===== src/rtl/sound_mixer_pkg.sv =====
`default_nettype none
// ============================================================================
// Module  : sound_mixer_pkg
// Brief   : Shared types and constants for the sound mixer (FSM states and
//           the fixed gain shift that makes VOL=128 unity).
// Revision: 1.0 - initial release
// ============================================================================
package sound_mixer_pkg;

  // Volume is a Q1.7 gain, so products are rescaled by 2^7.
  localparam int GAIN_SHIFT = 7;

  typedef enum logic [1:0] {
    IDLE = 2'd0,
    MAC  = 2'd1,
    SAT  = 2'd2,
    DONE = 2'd3
  } state_t;

endpackage
`default_nettype wire


===== src/rtl/sound_sat.sv =====
`default_nettype none
// ============================================================================
// Module  : sound_sat
// Brief   : Rescales a wide signed accumulator by an arithmetic right shift
//           (floor rounding) and clamps it to the signed output range.
// Revision: 1.0 - initial release
// ============================================================================
module sound_sat #(
  parameter int ACC_W = 27,
  parameter int OUT_W = 16,
  parameter int SHIFT = 7
) (
  input  logic signed [ACC_W-1:0] acc_i,
  output logic signed [OUT_W-1:0] sat_o
);

  localparam logic signed [ACC_W-1:0] MAX_V = {{(ACC_W-OUT_W+1){1'b0}}, {(OUT_W-1){1'b1}}};
  localparam logic signed [ACC_W-1:0] MIN_V = {{(ACC_W-OUT_W+1){1'b1}}, {(OUT_W-1){1'b0}}};

  logic signed [ACC_W-1:0] shifted;

  // Shift then clamp; >>> on a signed operand rounds toward minus infinity.
  always_comb begin
    shifted = acc_i >>> SHIFT;
    if (shifted > MAX_V) begin
      sat_o = MAX_V[OUT_W-1:0];
    end else if (shifted < MIN_V) begin
      sat_o = MIN_V[OUT_W-1:0];
    end else begin
      sat_o = shifted[OUT_W-1:0];
    end
  end

endmodule
`default_nettype wire


===== src/rtl/sound_mixer.sv =====
`default_nettype none
// ============================================================================
// Module  : sound_mixer
// Brief   : Mixes NUM_CH mono sources into a stereo pair with per-source
//           left/right volume, using one shared multiplier over 2*NUM_CH
//           cycles, then saturates the result for the I2S DAC.
// Revision: 1.0 - initial release
// ============================================================================
module sound_mixer
  import sound_mixer_pkg::*;
#(
  parameter int NUM_CH    = 4,
  parameter int SIG_WIDTH = 16,
  parameter int VOL_WIDTH = 8
) (
  input  logic                          CLK,
  input  logic                          RESET_n,
  input  logic                          SAMPLE_REQ,
  input  logic [NUM_CH*SIG_WIDTH-1:0]   IN_SIG,
  input  logic [NUM_CH*VOL_WIDTH-1:0]   VOL_L,
  input  logic [NUM_CH*VOL_WIDTH-1:0]   VOL_R,
  output logic signed [SIG_WIDTH-1:0]   OUT_L,
  output logic signed [SIG_WIDTH-1:0]   OUT_R,
  output logic                          OUT_VALID,
  output logic                          BUSY,
  output logic                          OVERRUN
);

  localparam int ACC_W  = SIG_WIDTH + VOL_WIDTH + $clog2(NUM_CH) + 1;
  localparam int PROD_W = SIG_WIDTH + VOL_WIDTH + 1;
  localparam int IDX_W  = $clog2(2 * NUM_CH);
  localparam logic [IDX_W-1:0] LAST_IDX = IDX_W'(2 * NUM_CH - 1);

  state_t                        state_q;
  logic [NUM_CH*SIG_WIDTH-1:0]   sig_snap_q;
  logic [NUM_CH*VOL_WIDTH-1:0]   vol_l_snap_q;
  logic [NUM_CH*VOL_WIDTH-1:0]   vol_r_snap_q;
  logic [IDX_W-1:0]              idx_q;
  logic signed [ACC_W-1:0]       acc_l_q;
  logic signed [ACC_W-1:0]       acc_r_q;
  logic signed [SIG_WIDTH-1:0]   sat_l_q;
  logic signed [SIG_WIDTH-1:0]   sat_r_q;
  logic signed [SIG_WIDTH-1:0]   out_l_q;
  logic signed [SIG_WIDTH-1:0]   out_r_q;
  logic                          out_valid_q;

  logic [SIG_WIDTH-1:0]          mul_sig_d;
  logic [VOL_WIDTH-1:0]          mul_vol_d;
  logic signed [PROD_W-1:0]      mul_a_d;
  logic signed [PROD_W-1:0]      mul_b_d;
  logic signed [PROD_W-1:0]      prod_d;
  logic signed [ACC_W-1:0]       prod_ext_d;
  logic signed [SIG_WIDTH-1:0]   sat_l_d;
  logic signed [SIG_WIDTH-1:0]   sat_r_d;

  // Shared multiplier: even steps use the left volume, odd steps the right,
  // both against the same source (idx/2). Volume is zero-extended so it
  // multiplies as an unsigned gain.
  always_comb begin
    mul_sig_d  = sig_snap_q[int'(idx_q[IDX_W-1:1]) * SIG_WIDTH +: SIG_WIDTH];
    mul_vol_d  = idx_q[0] ? vol_r_snap_q[int'(idx_q[IDX_W-1:1]) * VOL_WIDTH +: VOL_WIDTH]
                          : vol_l_snap_q[int'(idx_q[IDX_W-1:1]) * VOL_WIDTH +: VOL_WIDTH];
    mul_a_d    = {{(VOL_WIDTH+1){mul_sig_d[SIG_WIDTH-1]}}, mul_sig_d};
    mul_b_d    = {{(SIG_WIDTH+1){1'b0}}, mul_vol_d};
    prod_d     = mul_a_d * mul_b_d;
    prod_ext_d = {{(ACC_W-PROD_W){prod_d[PROD_W-1]}}, prod_d};
  end

  sound_sat #(
    .ACC_W (ACC_W),
    .OUT_W (SIG_WIDTH),
    .SHIFT (GAIN_SHIFT)
  ) u_sat_l (
    .acc_i (acc_l_q),
    .sat_o (sat_l_d)
  );

  sound_sat #(
    .ACC_W (ACC_W),
    .OUT_W (SIG_WIDTH),
    .SHIFT (GAIN_SHIFT)
  ) u_sat_r (
    .acc_i (acc_r_q),
    .sat_o (sat_r_d)
  );

  // Mix-pass FSM: snapshot inputs, accumulate 2*NUM_CH products, saturate,
  // then publish the stereo pair with a one-cycle valid pulse.
  always_ff @(posedge CLK or negedge RESET_n) begin
    if (!RESET_n) begin
      state_q      <= IDLE;
      sig_snap_q   <= '0;
      vol_l_snap_q <= '0;
      vol_r_snap_q <= '0;
      idx_q        <= '0;
      acc_l_q      <= '0;
      acc_r_q      <= '0;
      sat_l_q      <= '0;
      sat_r_q      <= '0;
      out_l_q      <= '0;
      out_r_q      <= '0;
      out_valid_q  <= 1'b0;
    end else begin
      out_valid_q <= 1'b0;
      case (state_q)
        IDLE: begin
          if (SAMPLE_REQ) begin
            sig_snap_q   <= IN_SIG;
            vol_l_snap_q <= VOL_L;
            vol_r_snap_q <= VOL_R;
            acc_l_q      <= '0;
            acc_r_q      <= '0;
            idx_q        <= '0;
            state_q      <= MAC;
          end
        end
        MAC: begin
          if (idx_q[0]) begin
            acc_r_q <= acc_r_q + prod_ext_d;
          end else begin
            acc_l_q <= acc_l_q + prod_ext_d;
          end
          if (idx_q == LAST_IDX) begin
            state_q <= SAT;
          end else begin
            idx_q <= idx_q + 1'b1;
          end
        end
        SAT: begin
          sat_l_q <= sat_l_d;
          sat_r_q <= sat_r_d;
          state_q <= DONE;
        end
        DONE: begin
          out_l_q     <= sat_l_q;
          out_r_q     <= sat_r_q;
          out_valid_q <= 1'b1;
          state_q     <= IDLE;
        end
        default: state_q <= IDLE;
      endcase
    end
  end

  assign OUT_L     = out_l_q;
  assign OUT_R     = out_r_q;
  assign OUT_VALID = out_valid_q;
  assign BUSY      = (state_q != IDLE);
  // A request while a pass runs is dropped; flag it in the same cycle.
  assign OVERRUN   = SAMPLE_REQ && (state_q != IDLE);

endmodule
`default_nettype wire

===== config.mk =====
export PLATFORM = sky130hd
export DESIGN_NAME = sound_mixer
export DESIGN_NICKNAME = d
export VERILOG_FILES = /design/src/rtl/sound_mixer_pkg.sv /design/src/rtl/sound_sat.sv /design/src/rtl/sound_mixer.sv
export SDC_FILE = /design/constraint.sdc
export NUM_CORES = 1
export LEC_CHECK = 0
export ABC_AREA = 0
export ABC_CLOCK_PERIOD_IN_PS = 17700
export CAP_MARGIN = 0
export CORE_MARGIN = 3
export CORE_UTILIZATION = 57
export CTS_CLUSTER_SIZE = 20
export DETAILED_ROUTE_END_ITERATION = 10
export MAX_ROUTING_LAYER = met4
export PLACE_DENSITY = 0.81
export RECOVER_POWER = 25
export SLEW_MARGIN = 15
export SYNTH_ARGS = -nofsm -noshare
export SYNTH_HDL_FRONTEND = slang
export SYNTH_SLANG_ARGS = --single-unit

===== constraint.sdc =====
create_clock -name CLK -period 17.7 [get_ports CLK]
set_input_delay 3.54 -clock CLK [delete_from_list [all_inputs] [get_ports CLK]]
set_output_delay 3.54 -clock CLK [all_outputs]
set_load 0.01 [all_outputs]

; Word level (Yosys, flattened, before mapping)
; Cells that the tools add are included.
[totals]
elab_cells = 58
out_inout_bits = 35
reg_bits = 252
in_bits = 131
[op_classes]
reduce_logical = 9
magnitude_cmp = 4
n_mux = 17
multipliers = 1
add_sub_neg = 3
shifts = 3
n_eq_ne = 9
[ops]
columns = op, count
row1 = $pmux W27 S2, 2
row2 = $mux W27, 3
row3 = $mux W16, 4
row4 = $shiftx A32 B6 Y8, 2
row5 = $shiftx A64 B7 Y16, 1
row6 = $add A27 B25 Y27, 2
row7 = $gt A20 B16 Y1 const B, 2
row8 = $lt A20 B16 Y1 const B, 2
row9 = $mul A16 B9 Y25, 1
row10 = $ne A2 B2 Y1 const B, 5
row11 = $reduce_and A3 Y1, 3
row12 = $mux W8, 1
row13 = $pmux W2 S4, 1
row14 = $mux W3, 2
row15 = $pmux W3 S2, 1
row16 = $eq A2 B2 Y1 const B, 2
row17 = $mux W2, 2
row18 = $reduce_and A2 Y1, 2
row19 = $reduce_bool A2 Y1, 2
row20 = $add A3 B1 Y3 const B, 1
row21 = $eq A3 B3 Y1 const B, 1
row22 = $eq A2 B1 Y1 const B, 1
row23 = $logic_not A2 Y1, 1
row24 = $logic_and A1 B1 Y1, 1
row25 = $mux W1, 1

; Longest topological paths before layout
; Gate-level depths: netlist (run 1).
[logic_depth]
ltp_word = 6
mapped_depth = 36
depth_no_buf = 33

; By module
; From an unflattened synthesis (run 1), not the netlist that was laid out.
[unflattened]
hier_cells = 1699
area_unflattened_um2 = 18335.1
[by_module_without_submodules]
columns = mod, seq_area_each_um2, area_per_inst_um2, n_inst, cells_per_inst
row1 = sound_mixer, 6306.0, 17394.2, 1, 1579
row2 = sound_sat, 0.0, 470.5, 2, 60

; Least setup slack after synthesis (run 1)
; Ideal clock, no wire load.
[synth_path]
path_type = register to register
startpoint = register idx_q[1]
endpoint = register acc_r_q[26]
setup_ps = 87
path_buffers = 4
t_required_ps = 17613
path_stages_with_launch = 32
synth_period_minus_slack_ps = 7746
path_slack_ps = 9954
t_arrival_ps = 7660
cell_sequence = dfrtp_1 clkbuf_1 clkbuf_1 mux4_2 mux2_2 clkbuf_1 nand2_1 fa_1 inv_1 fa_1 fa_1 inv_1 fa_1 inv_1 ha_1 a21oi_1 nor2b_1 a21oi_1 a21o_1 a21oi_1 xnor2_1 ha_1 buf_6 a211oi_2 o211ai_1 a221o_1 a2111o_1 o221ai_4 o21ai_2 and3_4 or2_0 o211ai_1
[synth_via]
elab_chain_len = 6
word_cells_on_any_way = 8
classes_between = add/sub (1) / mul (1) / shift (3) / mux (3)
[synth_lines]
columns = element, line_no
row1 = start: declaration, sound_mixer.sv:38  ; logic [IDX_W-1:0] idx_q;
row2 = start signal: assignment, sound_mixer.sv:126  ; idx_q <= idx_q + 1'b1;
row3 = "$shiftx A32 B6 Y8, on equally long branches", "sound_mixer.sv:62, sound_mixer.sv:61"
row4 = $mux W8, sound_mixer.sv:61  ; mul_vol_d = idx_q[0] ? vol_r_snap_q[int'(idx_q[IDX_W-1:1]) * VOL_WIDTH +: VOL_WIDTH]
row5 = $mul A16 B9 Y25 *, sound_mixer.sv:65  ; prod_d = mul_a_d * mul_b_d;
row6 = $add A27 B25 Y27 *, sound_mixer.sv:119  ; acc_r_q <= acc_r_q + prod_ext_d;
row7 = $mux W27 *, sound_mixer.sv:118  ; if (idx_q[0]) begin
row8 = $pmux W27 S2 *, sound_mixer.sv:105  ; case (state_q)
row9 = end signal: assignment, sound_mixer.sv:119
row10 = end: declaration, sound_mixer.sv:40  ; logic signed [ACC_W-1:0] acc_r_q;
; Mark *: on every way between the ends. The rest lies on a longest branch, timed or not. The select of a mux whose other input is x is not followed.
; A chain may end at the register's enable or synchronous reset.

==> metrics.csv, run 1 <==
stage,metric,value,unit
worst_setup_path,crit start category,input port,
worst_setup_path,reg-to-reg setup timing slack,9270,ps
cells_and_area,n_diodes,0,
worst_setup_path,biggest fanout along the worst timing path,101,
synthesis,synthesized cell area,17600,um^2
placed_design,DP Cell Count,2170,
placed_design,placed wire-length estimate,29400,um
worst_setup_path,worst r2r src,idx_q[1],
worst_setup_path,Crit path arrival time,7420,ps
drt,Detailed Route Iter0 Violations,586,
timing,RSZ-0062 raised after global routing,no,
worst_setup_path,family of cells with the greatest summed delay on the critical path,buffers and inverters,
floorplan,height of the die,182,um
synthesis,"EDFF count, synth",0,
timing,worst setup skew after layout,17.5,ps
worst_setup_path,ordered list of cells on the worst path,clkbuf_1,
grt,residual overflow from global routing,0,
synthesis,share of synthesized area occupied by flip-flops and latches,35.9,%
synthesis,number of cells produced by synthesis,1659,
synthesis,post-synthesis average cell area,10.6,um^2
cts,post-CTS setup repair buffer count,0,
cts,clock root buffer,sky130_fd_sc_hd__clkbuf_16,
grt,antenna violations before repair,0,
timing,setup TNS after final layout,0,ps
synthesis,share of synthesized registers carrying an async set or reset,100,%
cells_and_area,Area Growth Syn to Fin,16.3,%
timing,relative slew slack,-267,%
drt,post-DR wirelength/cell,17.6,um
drt,number of DRC violations after detailed routing,0,
placed_design,number of buffers added on ports,165,
worst_setup_path,depth of the worst register-to-register path,27,
synthesis,synth unique cells,71,
cts,PostCTS Resize Cnt,0,
cts,clk buf depth,3,
cells_and_area,multi-input logic area,10200,um^2
floorplan,die footprint,33000,um^2
hold_path,worst min-delay path class,register to register,
synthesis,synthesized flop and latch total,252,
job,Max-Cap Viols,3,
grt,global-route wire length before repair,65100,um
worst_setup_path,depth of the critical timing path with buffers and inverters included,1,
floorplan,placement row count,63,
worst_setup_path,crit path buf inv count,1,
timing,final hold vios,0,
floorplan,starting utilization of the core area,58.5,%
worst_setup_path,worst setup path startpoint,RESET_n,
timing,final setup violating endpoints,0,
synthesis,most used flip-flop cell after synthesis,sky130_fd_sc_hd__dfrtp_1,
grt,overall fraction of global-route tracks in use,24.5,%
cells_and_area,Final Non-Filler Cells,2215,
timing,count of pins over their slew limit,172,
cts,clock latency on the worst-skew pair,550,ps
floorplan,IO Pins,166,
cells_and_area,fillers,2185,
drt,via count,12490,
placed_design,Routability Congestion,0.954,
worst_setup_path,Critical Path Sink,idx_q[1],
timing,shortest period the worst path allows,8520,ps
hold_path,Hold Path Cell Cnt,2,
cells_and_area,Final Core Density,68.0,%
drt,number of antenna-violating nets in the routed design,0,
cts,CTS clock-pin slew for the worst setup and hold paths,60,ps
drt,detailed-route vias per instance,5.64,
worst_setup_path,category of the worst setup path capture point,asynchronous set/reset pin,
floorplan,die outline width,182,um
cts,number of buffers created by CTS,27,
synthesis,number of warnings issued by yosys,0,
run_status,outcome,"complete, but fails checks",
cts,cts-stage hold buffer count,0,
cts,CTS tree,built,
grt,pin count of the biggest net entering global routing,102,
run_status,violations in the final reports,"capacitance limit, slew limit",
drt,Detailed Route WL,38900,um
cells_and_area,Final Net Count,2157,
floorplan,core area,30000,um^2
timing,upper clock frequency limit,0.117,GHz
worst_setup_path,"Max stage delay cell, worst path",sky130_fd_sc_hd__clkbuf_1,
worst_setup_path,data required time at the worst endpoint,16600,ps
timing,Tightest Pin Transition,5500,ps
timing,ratio of final minimum period to clock period,48.1,%
cts,Max H-tree Level,1,
drt,iteration count of the initial detailed-routing pass,5,
cells_and_area,fraction of layout cells with a size suffix above 1,14.5,%
grt,number of global-route vias before repair,13225,
worst_setup_path,critical register-to-register path endpoint,acc_r_q[26],
cts,clock sink count,252,
worst_setup_path,crit-path max cell delay,3760,ps
synthesis,number of nets produced by synthesis,2007,
cells_and_area,storage element area,6310,um^2
worst_setup_path,worst setup path class,input port to asynchronous set/reset pin,
-- worst min-delay path by stage --
stage,end,slack [ps],start
3_5_place_dp,acc_r_q[4],480,acc_r_q[4]
4_1_cts,acc_r_q[4],490,acc_r_q[4]
5_1_grt,OUT_L[12],510,OUT_L[12]
6_report,acc_r_q[4],490,acc_r_q[4]
3_3_place_gp,acc_r_q[3],470,acc_r_q[3]
2_1_floorplan,acc_r_q[3],460,acc_r_q[3]
-- stage by stage --
| stage | hold slack, ps | worst slack (ps) | instance area (um^2) |
|---|---|---|---|
| after detailed placement | 478 | 9360 | 19600 |
| after global routing | 513 | 7920 | 20400 |
| after floorplan | 455 | 9950 | 17600 |
| final | 490 | 9180 | 20400 |
| after CTS | 491 | 9350 | 20500 |
| after global placement | 469 | 9370 | 19600 |
-- layout make-up --
class / instances / share of cell area [%]
Multi-Input combinational cell: 1131 / 50.0
Sequential cell: 252 / 30.9
Timing Repair Buffer: 177 / 8.46
Inverter: 220 / 4.04
Clock buffer: 37 / 3.59
Tap cell: 390 / 2.39
Clock inverter: 8 / 0.637
-- placed cells by master (no fill, tap or decap), types with 24 or more instances in the layout --
master,count
sky130_fd_sc_hd__clkdlybuf4s50_1,164
sky130_fd_sc_hd__fa_1,104
sky130_fd_sc_hd__mux4_2,25
sky130_fd_sc_hd__o21ai_0,39
sky130_fd_sc_hd__ha_1,113
sky130_fd_sc_hd__dfrtp_1,250
sky130_fd_sc_hd__a22o_1,29
sky130_fd_sc_hd__nor2b_1,34
sky130_fd_sc_hd__a21oi_1,69
sky130_fd_sc_hd__inv_1,220
sky130_fd_sc_hd__nand2_1,128
sky130_fd_sc_hd__clkbuf_16,27
sky130_fd_sc_hd__o21ai_1,24
sky130_fd_sc_hd__mux2_2,175
sky130_fd_sc_hd__nor2_1,98
sky130_fd_sc_hd__o22ai_1,31
sky130_fd_sc_hd__a21o_1,24
sky130_fd_sc_hd__xnor2_1,39
-- worst register-to-register path: cells and delay by family (launching register included) --
| family | cells | cell delay, ps |
|---|---|---|
| AO/OA/AOI/OAI | 11 | 2380 |
| XOR/XNOR | 1 | 460 |
| adder cells (fa/ha/maj) | 6 | 2790 |
| buffers and inverters | 4 | 660 |
| flip-flops | 1 | 330 |
| multiplexers | 2 | 1160 |
| AND/OR/NAND/NOR | 3 | 570 |
-- state kept, by name, indices dropped and copies added (netlist names) --
name,cells
state_q,2
acc_l_q,27
sig_snap_q,64
sat_r_q,16
acc_r_q,27
OUT_VALID,1
OUT_L,16
vol_r_snap_q,32
vol_l_snap_q,32
idx_q,3
sat_l_q,16
OUT_R,16
-- synth_stat cells (34+ instances only) --
cell | number | share of area (%)
sky130_fd_sc_hd__dfrtp_1 | 252 | 36
sky130_fd_sc_hd__inv_1 | 220 | 4.7
sky130_fd_sc_hd__mux2_2 | 176 | 11
sky130_fd_sc_hd__nand2_1 | 129 | 2.8
sky130_fd_sc_hd__ha_1 | 113 | 8.0
sky130_fd_sc_hd__fa_1 | 104 | 12
sky130_fd_sc_hd__nor2_1 | 98 | 2.1
sky130_fd_sc_hd__a21oi_1 | 69 | 2.0
sky130_fd_sc_hd__clkbuf_1 | 46 | 0.98
sky130_fd_sc_hd__o21ai_0 | 39 | 1.1
sky130_fd_sc_hd__xnor2_1 | 39 | 1.9
sky130_fd_sc_hd__nor2b_1 | 34 | 1.2
-- layer usage --
layer / global-route usage (%) / routed length, um / vias up
met3: 4.17 / 2350 / 77
met2: 39.7 / 18400 / 376
met4: 7.07 / 1150 / 0
met1: 32.1 / 17000 / 6093
li1: - / - / 5944
met5: - / 0 / -
-- kinds of logic (layout without fill, tap and decap cells) --
logic type | after synthesis | in the layout | share of synthesized area, %
mux | 214 | 214 | 15.2
simple gates | 353 | 353 | 9.33
fa+ha+maj | 217 | 217 | 19.9
buf+inv | 276 | 442 | 5.97
compound gates | 289 | 289 | 10.8
xor+xnor | 58 | 58 | 2.89
flops | 252 | 252 | 35.9
Power of run 1 is left out: the tool's default activity adds up to more than one toggle a clock period on the data nets, which glitch-free logic cannot reach.
==> run 2: changes to the inputs <==
--- a/config.mk
+++ b/config.mk
@@ -6,7 +6,7 @@
 export NUM_CORES = 1
 export LEC_CHECK = 0
 export ABC_AREA = 0
-export ABC_CLOCK_PERIOD_IN_PS = 17700
+export ABC_CLOCK_PERIOD_IN_PS = 8010
 export CAP_MARGIN = 0
 export CORE_MARGIN = 3
 export CORE_UTILIZATION = 57
==> constraint.sdc (replaced) <==
create_clock -name CLK -period 8.01 [get_ports CLK]
set_input_delay 1.602 -clock CLK [delete_from_list [all_inputs] [get_ports CLK]]
set_output_delay 1.602 -clock CLK [all_outputs]
set_load 0.01 [all_outputs]
==> run 2 against run 1 <==
- the flow still finishes with violations (capacitance limit, slew limit)
- global-route usage shrank 0.15 points
- register-to-register slack lost 9000 ps
- first-iteration DRC count grew 10%
- critical path depth grew 28
- count of clock-buffer cells in the layout grew 4
- critical endpoint is now acc_r_q[26]
- design area grew 1.7%
==> metrics.csv, run 2 (synthesis results as in run 1) <==
stage,metric,value,unit,change
cells_and_area,Final Net Count,2177,,was 2157
floorplan,IO Pins,166,,unchanged
cells_and_area,fillers,2131,,was 2185
drt,post-DR wirelength/cell,17.4,um,was 17.6 um
cts,clk buf depth,3,,unchanged
cells_and_area,Area Growth Syn to Fin,18.3,%,was 16.3%
cts,cts-stage hold buffer count,0,,unchanged
worst_setup_path,most used cell along the critical path,sky130_fd_sc_hd__fa_1,,
floorplan,placement row count,63,,unchanged
cts,CTS clock-pin slew for the worst setup and hold paths,70,ps,was 60 ps
timing,upper clock frequency limit,0.130,GHz,
timing,ratio of final minimum period to clock period,96.1,%,
cells_and_area,n_diodes,0,,unchanged
worst_setup_path,data required time at the worst endpoint,8480,ps,was 16600 ps
cts,clock latency on the worst-skew pair,550,ps,about the same
worst_setup_path,crit start category,register,,was input port
cells_and_area,register ranked first by flip-flop count,sig_snap_q,,unchanged
run_status,outcome,"complete, but fails checks",,unchanged
grt,antenna violations before repair,0,,unchanged
grt,overall fraction of global-route tracks in use,24.4,%,was 24.5%
worst_setup_path,worst setup path class,register to register,,was input port to asynchronous set/reset pin
floorplan,starting utilization of the core area,58.5,%,unchanged
worst_setup_path,"Max stage delay cell, worst path",sky130_fd_sc_hd__mux4_2,,was sky130_fd_sc_hd__clkbuf_1
worst_setup_path,biggest fanout along the worst timing path,9,,was 101
drt,iteration count of the initial detailed-routing pass,4,,was 5
cells_and_area,Largest register FFs,64,,unchanged
drt,number of antenna-violating nets in the routed design,0,,unchanged
placed_design,Routability Congestion,0.955,,was 0.954
timing,relative slew slack,-292,%,was -267%
placed_design,number of buffers added on ports,165,,unchanged
cts,CTS tree,built,,unchanged
worst_setup_path,reg-to-reg setup timing slack,310,ps,was 9270 ps
timing,worst setup skew after layout,17.6,ps,was 17.5 ps
timing,Tightest Pin Transition,5880,ps,was 5500 ps
cts,clock root buffer,sky130_fd_sc_hd__clkbuf_16,,unchanged
worst_setup_path,worst r2r src,idx_q[0],,was idx_q[1]
cells_and_area,"leading cell type in the layout, fill and taps excluded",sky130_fd_sc_hd__dfrtp_1,,unchanged
cells_and_area,fraction of layout cells with a size suffix above 1,16.8,%,was 14.5%
worst_setup_path,category of the worst setup path capture point,register,,was asynchronous set/reset pin
timing,final setup violating endpoints,0,,unchanged
worst_setup_path,critical register-to-register path endpoint,acc_r_q[26],,unchanged
job,Max-Cap Viols,3,,unchanged
run_status,violations in the final reports,"capacitance limit, slew limit",,unchanged
cts,clock sink count,252,,unchanged
floorplan,height of the die,182,um,unchanged
drt,number of DRC violations after detailed routing,0,,unchanged
worst_setup_path,Crit path arrival time,8170,ps,was 7420 ps
floorplan,die footprint,33000,um^2,unchanged
drt,via count,12707,,was 12490
grt,number of global-route vias before repair,13309,,was 13225
worst_setup_path,crit-path max cell delay,550,ps,was 3760 ps
cells_and_area,"commonest cells after routing, fill and taps aside","sky130_fd_sc_hd__dfrtp_1 (250), sky130_fd_sc_hd__inv_1 (219), sky130_fd_sc_hd__mux2_2 (171), sky130_fd_sc_hd__clkdlybuf4s50_1 (164), sky130_fd_sc_hd__nand2_1 (127)",,"was sky130_fd_sc_hd__dfrtp_1 (250), sky130_fd_sc_hd__inv_1 (220), sky130_fd_sc_hd__mux2_2 (175), sky130_fd_sc_hd__clkdlybuf4s50_1 (164), sky130_fd_sc_hd__nand2_1 (128)"
cts,number of buffers created by CTS,27,,unchanged
timing,final hold vios,0,,unchanged
worst_setup_path,depth of the worst register-to-register path,29,,was 27
drt,Detailed Route WL,39000,um,was 38900 um
cells_and_area,Largest regs,"sig_snap_q x64, vol_l_snap_q x32, vol_r_snap_q x32",,unchanged
worst_setup_path,worst setup path startpoint,idx_q[0],,was RESET_n
hold_path,beginning of the worst hold path,acc_r_q[6],,was acc_r_q[4]
cells_and_area,Final Core Density,69.2,%,was 68.0%
grt,pin count of the biggest net entering global routing,144,,was 102
grt,global-route wire length before repair,65000,um,was 65100 um
worst_setup_path,Critical Path Sink,acc_r_q[26],,was idx_q[1]
drt,detailed-route vias per instance,5.68,,was 5.64
drt,Detailed Route Iter0 Violations,647,,was 586
cts,Max H-tree Level,1,,unchanged
grt,residual overflow from global routing,0,,unchanged
placed_design,placed wire-length estimate,29900,um,was 29400 um
timing,count of pins over their slew limit,181,,was 172
floorplan,core area,30000,um^2,unchanged
timing,shortest period the worst path allows,7700,ps,
floorplan,die outline width,182,um,unchanged
hold_path,worst min-delay path class,register to register,,unchanged
==> run 2: cell types whose count changed in the layout (fill, tap and decap cells not counted), sizes merged <==
| cell | delta |
|---|---|
| buf | +20 |
| clkbuf | +4 |
| bufinv | -2 |
| clkinv | -2 |
| clkinvlp | +2 |
| inv | +1 |
==> run 2: how the worst min path moves through the flow <==
stage	end	slack, ps	cells past startpoint
2_1_floorplan	acc_r_q[3]	460	2
3_3_place_gp	acc_l_q[2]	470	2
3_5_place_dp	acc_r_q[6]	480	2
4_1_cts	acc_r_q[6]	500	2
5_1_grt	sig_snap_q[28]	520	1
6_report	acc_r_q[6]	490	2
==> run 2: final cells by class <==
type                            instances  area [um^2]  share of cell area (%)
Multi-Input combinational cell       1131        10300                    49.8
Sequential cell                       252         6310                    30.3
Clock buffer                           41          798                    3.84
Timing Repair Buffer                  197         1930                    9.29
Clock inverter                          7         85.1                   0.409
Tap cell                              390          488                    2.35
Inverter                              220          830                    3.99
==> run 2: per-stage QoR <==
stage	cells	hold WS [ps]	worst slack (ps)	area, um^2	setup TNS (ps)
6_report	2238	491	311	20800	0
5_1_grt	2238	517	-76.7	20800	-173
4_1_cts	2235	497	59.0	20600	0
3_5_place_dp	2187	483	110	19800	0
3_3_place_gp	2187	469	352	19800	0
2_1_floorplan	1659	455	264	17600	0
==> run 2: critical path, delay by kind of cell, from the launching register on <==
kind                     cells  cell delay, ps
AO/OA/AOI/OAI               11            2260
XOR/XNOR                     1             190
adder cells (fa/ha/maj)      6            2710
buffers and inverters        4             370
flip-flops                   1             410
multiplexers                 2             900
AND/OR/NAND/NOR              5             760
==> run 2: what timing repair did <==
action                     4_1_cts  5_1_grt
buffers inserted                 0        3
resized for setup                0       33
setup endpoints to repair        0        8
==> run 2: metal layers <==
metal,global-route usage [%],share of wire (%)
met1,32.6,44
met2,38.4,47
met3,3.59,5.0
met4,8.35,3.7
met5,-,0
Power of run 2 is left out for the same reason.
==> run 3: changes to the inputs <==
--- a/config.mk
+++ b/config.mk
@@ -12,9 +12,11 @@
 export CORE_UTILIZATION = 57
 export CTS_CLUSTER_SIZE = 20
 export DETAILED_ROUTE_END_ITERATION = 10
+export GPL_ROUTABILITY_DRIVEN = 0
 export MAX_ROUTING_LAYER = met4
 export PLACE_DENSITY = 0.81
 export RECOVER_POWER = 25
+export REMOVE_ABC_BUFFERS = 1
 export SLEW_MARGIN = 15
 export SYNTH_ARGS = -nofsm -noshare
 export SYNTH_HDL_FRONTEND = slang
==> run 3 against run 2 <==
- the run still ends with capacitance limit, slew limit left
- sequential share of layout area about the same
- worst hold slack better by 1.2 ps
- largest cell class unchanged
- clock skew fell by 4.2 ps
- count of clock-buffer cells in the layout down 4
==> metrics.csv, run 3 (synthesis results as in run 1) <==
stage,metric,value,unit,change
worst_setup_path,worst setup path class,register to register,,unchanged
floorplan,core area,30000,um^2,unchanged
timing,ratio of final minimum period to clock period,97.3,%,was 96.1%
worst_setup_path,depth of the worst register-to-register path,29,,unchanged
placed_design,placed wire-length estimate,28900,um,was 29900 um
worst_setup_path,biggest fanout along the worst timing path,16,,was 9
worst_setup_path,worst r2r src,idx_q[0],,unchanged
grt,overall fraction of global-route tracks in use,24.2,%,was 24.4%
timing,upper clock frequency limit,0.128,GHz,was 0.130 GHz
timing,worst setup margin,213,ps,was 311 ps
timing,count of pins over their slew limit,198,,was 181
hold_path,beginning of the worst hold path,acc_r_q[6],,unchanged
worst_setup_path,family of cells with the greatest summed delay on the critical path,compound AO/OA/AOI/OAI gates,,was adder cells
run_status,outcome,"complete, but fails checks",,unchanged
hold_path,hold worst-path end,acc_r_q[6],,unchanged
worst_setup_path,crit path buf inv count,4,,unchanged
cells_and_area,Largest regs,"sig_snap_q x64, vol_l_snap_q x32, vol_r_snap_q x32",,unchanged
cells_and_area,Area Growth Syn to Fin,18.5,%,was 18.3%
grt,residual overflow from global routing,0,,unchanged
run_status,violations in the final reports,"capacitance limit, slew limit",,unchanged
drt,Detailed Route WL,39300,um,was 39000 um
cells_and_area,Largest register FFs,64,,unchanged
cts,clock latency on the worst-skew pair,550,ps,about the same
cts,clock root buffer,sky130_fd_sc_hd__clkbuf_16,,unchanged
grt,number of global-route vias before repair,13463,,was 13309
drt,Detailed Route Iter0 Violations,808,,was 647
cts,clock sink count,252,,unchanged
floorplan,height of the die,182,um,unchanged
cells_and_area,register ranked first by flip-flop count,sig_snap_q,,unchanged
floorplan,die outline width,182,um,unchanged
cells_and_area,fraction of layout cells with a size suffix above 1,16.2,%,was 16.8%
cts,Max H-tree Level,1,,unchanged
worst_setup_path,critical register-to-register path endpoint,acc_r_q[26],,unchanged
cells_and_area,n_diodes,0,,unchanged
placed_design,number of buffers added on ports,165,,unchanged
cts,CTS clock-pin slew for the worst setup and hold paths,70,ps,about the same
drt,detailed-route vias per instance,5.72,,was 5.68
worst_setup_path,reg-to-reg setup timing slack,210,ps,was 310 ps
cells_and_area,Final Net Count,2167,,was 2177
worst_setup_path,crit start category,register,,unchanged
job,Max-Cap Viols,3,,unchanged
floorplan,placement row count,63,,unchanged
cts,number of buffers created by CTS,28,,was 27
drt,post-DR wirelength/cell,17.6,um,was 17.4 um
worst_setup_path,Crit path arrival time,8260,ps,was 8170 ps
grt,global-route wire length before repair,65100,um,was 65000 um
timing,Tightest Pin Transition,5500,ps,was 5880 ps
drt,iteration count of the initial detailed-routing pass,5,,was 4
hold_path,worst min-delay path class,register to register,,unchanged
placed_design,Setup Slack @ Placement,110,ps,about the same
cells_and_area,"leading cell type in the layout, fill and taps excluded",sky130_fd_sc_hd__dfrtp_1,,unchanged
grt,pin count of the biggest net entering global routing,129,,was 144
timing,final hold vios,0,,unchanged
worst_setup_path,crit-path max cell delay,540,ps,was 550 ps
timing,shortest period the worst path allows,7800,ps,was 7700 ps
cts,CTS tree,built,,unchanged
hold_path,Hold Path Cell Cnt,2,,unchanged
floorplan,IO Pins,166,,unchanged
worst_setup_path,data required time at the worst endpoint,8470,ps,was 8480 ps
floorplan,die footprint,33000,um^2,unchanged
timing,setup TNS after final layout,0,ps,unchanged
drt,number of DRC violations after detailed routing,0,,unchanged
floorplan,starting utilization of the core area,58.5,%,unchanged
worst_setup_path,category of the worst setup path capture point,register,,unchanged
timing,worst setup skew after layout,13.4,ps,was 17.6 ps
cts,clk buf depth,3,,unchanged
timing,relative slew slack,-267,%,was -292%
worst_setup_path,most used cell along the critical path,sky130_fd_sc_hd__fa_1,,unchanged
timing,final setup violating endpoints,0,,unchanged
drt,via count,12769,,was 12707
worst_setup_path,"Max stage delay cell, worst path",sky130_fd_sc_hd__mux4_2,,unchanged
cells_and_area,"commonest cells after routing, fill and taps aside","sky130_fd_sc_hd__dfrtp_1 (249), sky130_fd_sc_hd__inv_1 (220), sky130_fd_sc_hd__mux2_2 (170), sky130_fd_sc_hd__clkdlybuf4s50_1 (164), sky130_fd_sc_hd__nand2_1 (127)",,"was sky130_fd_sc_hd__dfrtp_1 (250), sky130_fd_sc_hd__inv_1 (219), sky130_fd_sc_hd__mux2_2 (171), sky130_fd_sc_hd__clkdlybuf4s50_1 (164), sky130_fd_sc_hd__nand2_1 (127)"
grt,antenna violations before repair,0,,unchanged
drt,number of antenna-violating nets in the routed design,0,,unchanged
## run 3: cell count changes in the layout (fill, tap and decap cells not counted), moves of 3 or more
cell                        before  now
sky130_fd_sc_hd__buf_4          25   14
sky130_fd_sc_hd__bufinv_16       1    5
sky130_fd_sc_hd__clkbuf_1       10    7
sky130_fd_sc_hd__clkbuf_16      27   30
sky130_fd_sc_hd__clkbuf_8        7    3
## run 3: final cells by class
class / count / area [um^2]
Fill cell: 2090 / 9220
Tap cell: 390 / 488
Clock inverter: 15 / 224
Timing Repair Buffer: 186 / 1870
Clock buffer: 37 / 786
Inverter: 220 / 826
Sequential cell: 252 / 6310
Multi-Input combinational cell: 1131 / 10300
## run 3: stage by stage
stage	util, %	area [um^2]	cells	hold WS (ps)
after floorplan	-	17300	1603	455
final	69.3	20800	2231	493
after CTS	68.9	20700	2229	497
after detailed placement	65.6	19700	2177	483
after global placement	65.6	19700	2177	471
after global routing	69.3	20800	2231	509
## run 3: repair_timing
item / in CTS / in global routing
buffers inserted: 0 / 1
gates resized for setup: 0 / 23
hold buffers: 0 / 0
endpoints found under the setup margin: 0 / 5
## run 3: how the worst max path moves through the flow
stage,depth (start not counted),slack [ps],to,from
after floorplan,29,-80,acc_l_q[26],idx_q[1]
after global placement,31,350,acc_l_q[26],idx_q[0]
after detailed placement,31,110,acc_l_q[26],idx_q[0]
after CTS,31,80,acc_l_q[26],idx_q[0]
after global routing,28,-60,acc_l_q[26],idx_q[0]
final,29,210,acc_r_q[26],idx_q[0]
## run 3: worst reg2reg max path, delay by kind of cell (launching register included)
kind | cells | cell delay, ps
multiplexers | 2 | 970
adder cells (fa/ha/maj) | 6 | 2550
XOR/XNOR | 1 | 180
buffers and inverters | 4 | 420
flip-flops | 1 | 420
AO/OA/AOI/OAI | 12 | 2590
AND/OR/NAND/NOR | 4 | 600
## run 3: metal layers
metal / share of wire, % / global-route usage, % / up-vias
met2: 48 / 39.7 / 424
met1: 43 / 31.8 / 6297
li1: - / - / 5966
met5: 0 / - / -
met4: 2.9 / 7.04 / 0
met3: 5.5 / 3.23 / 82
Power of run 3 is left out for the same reason.
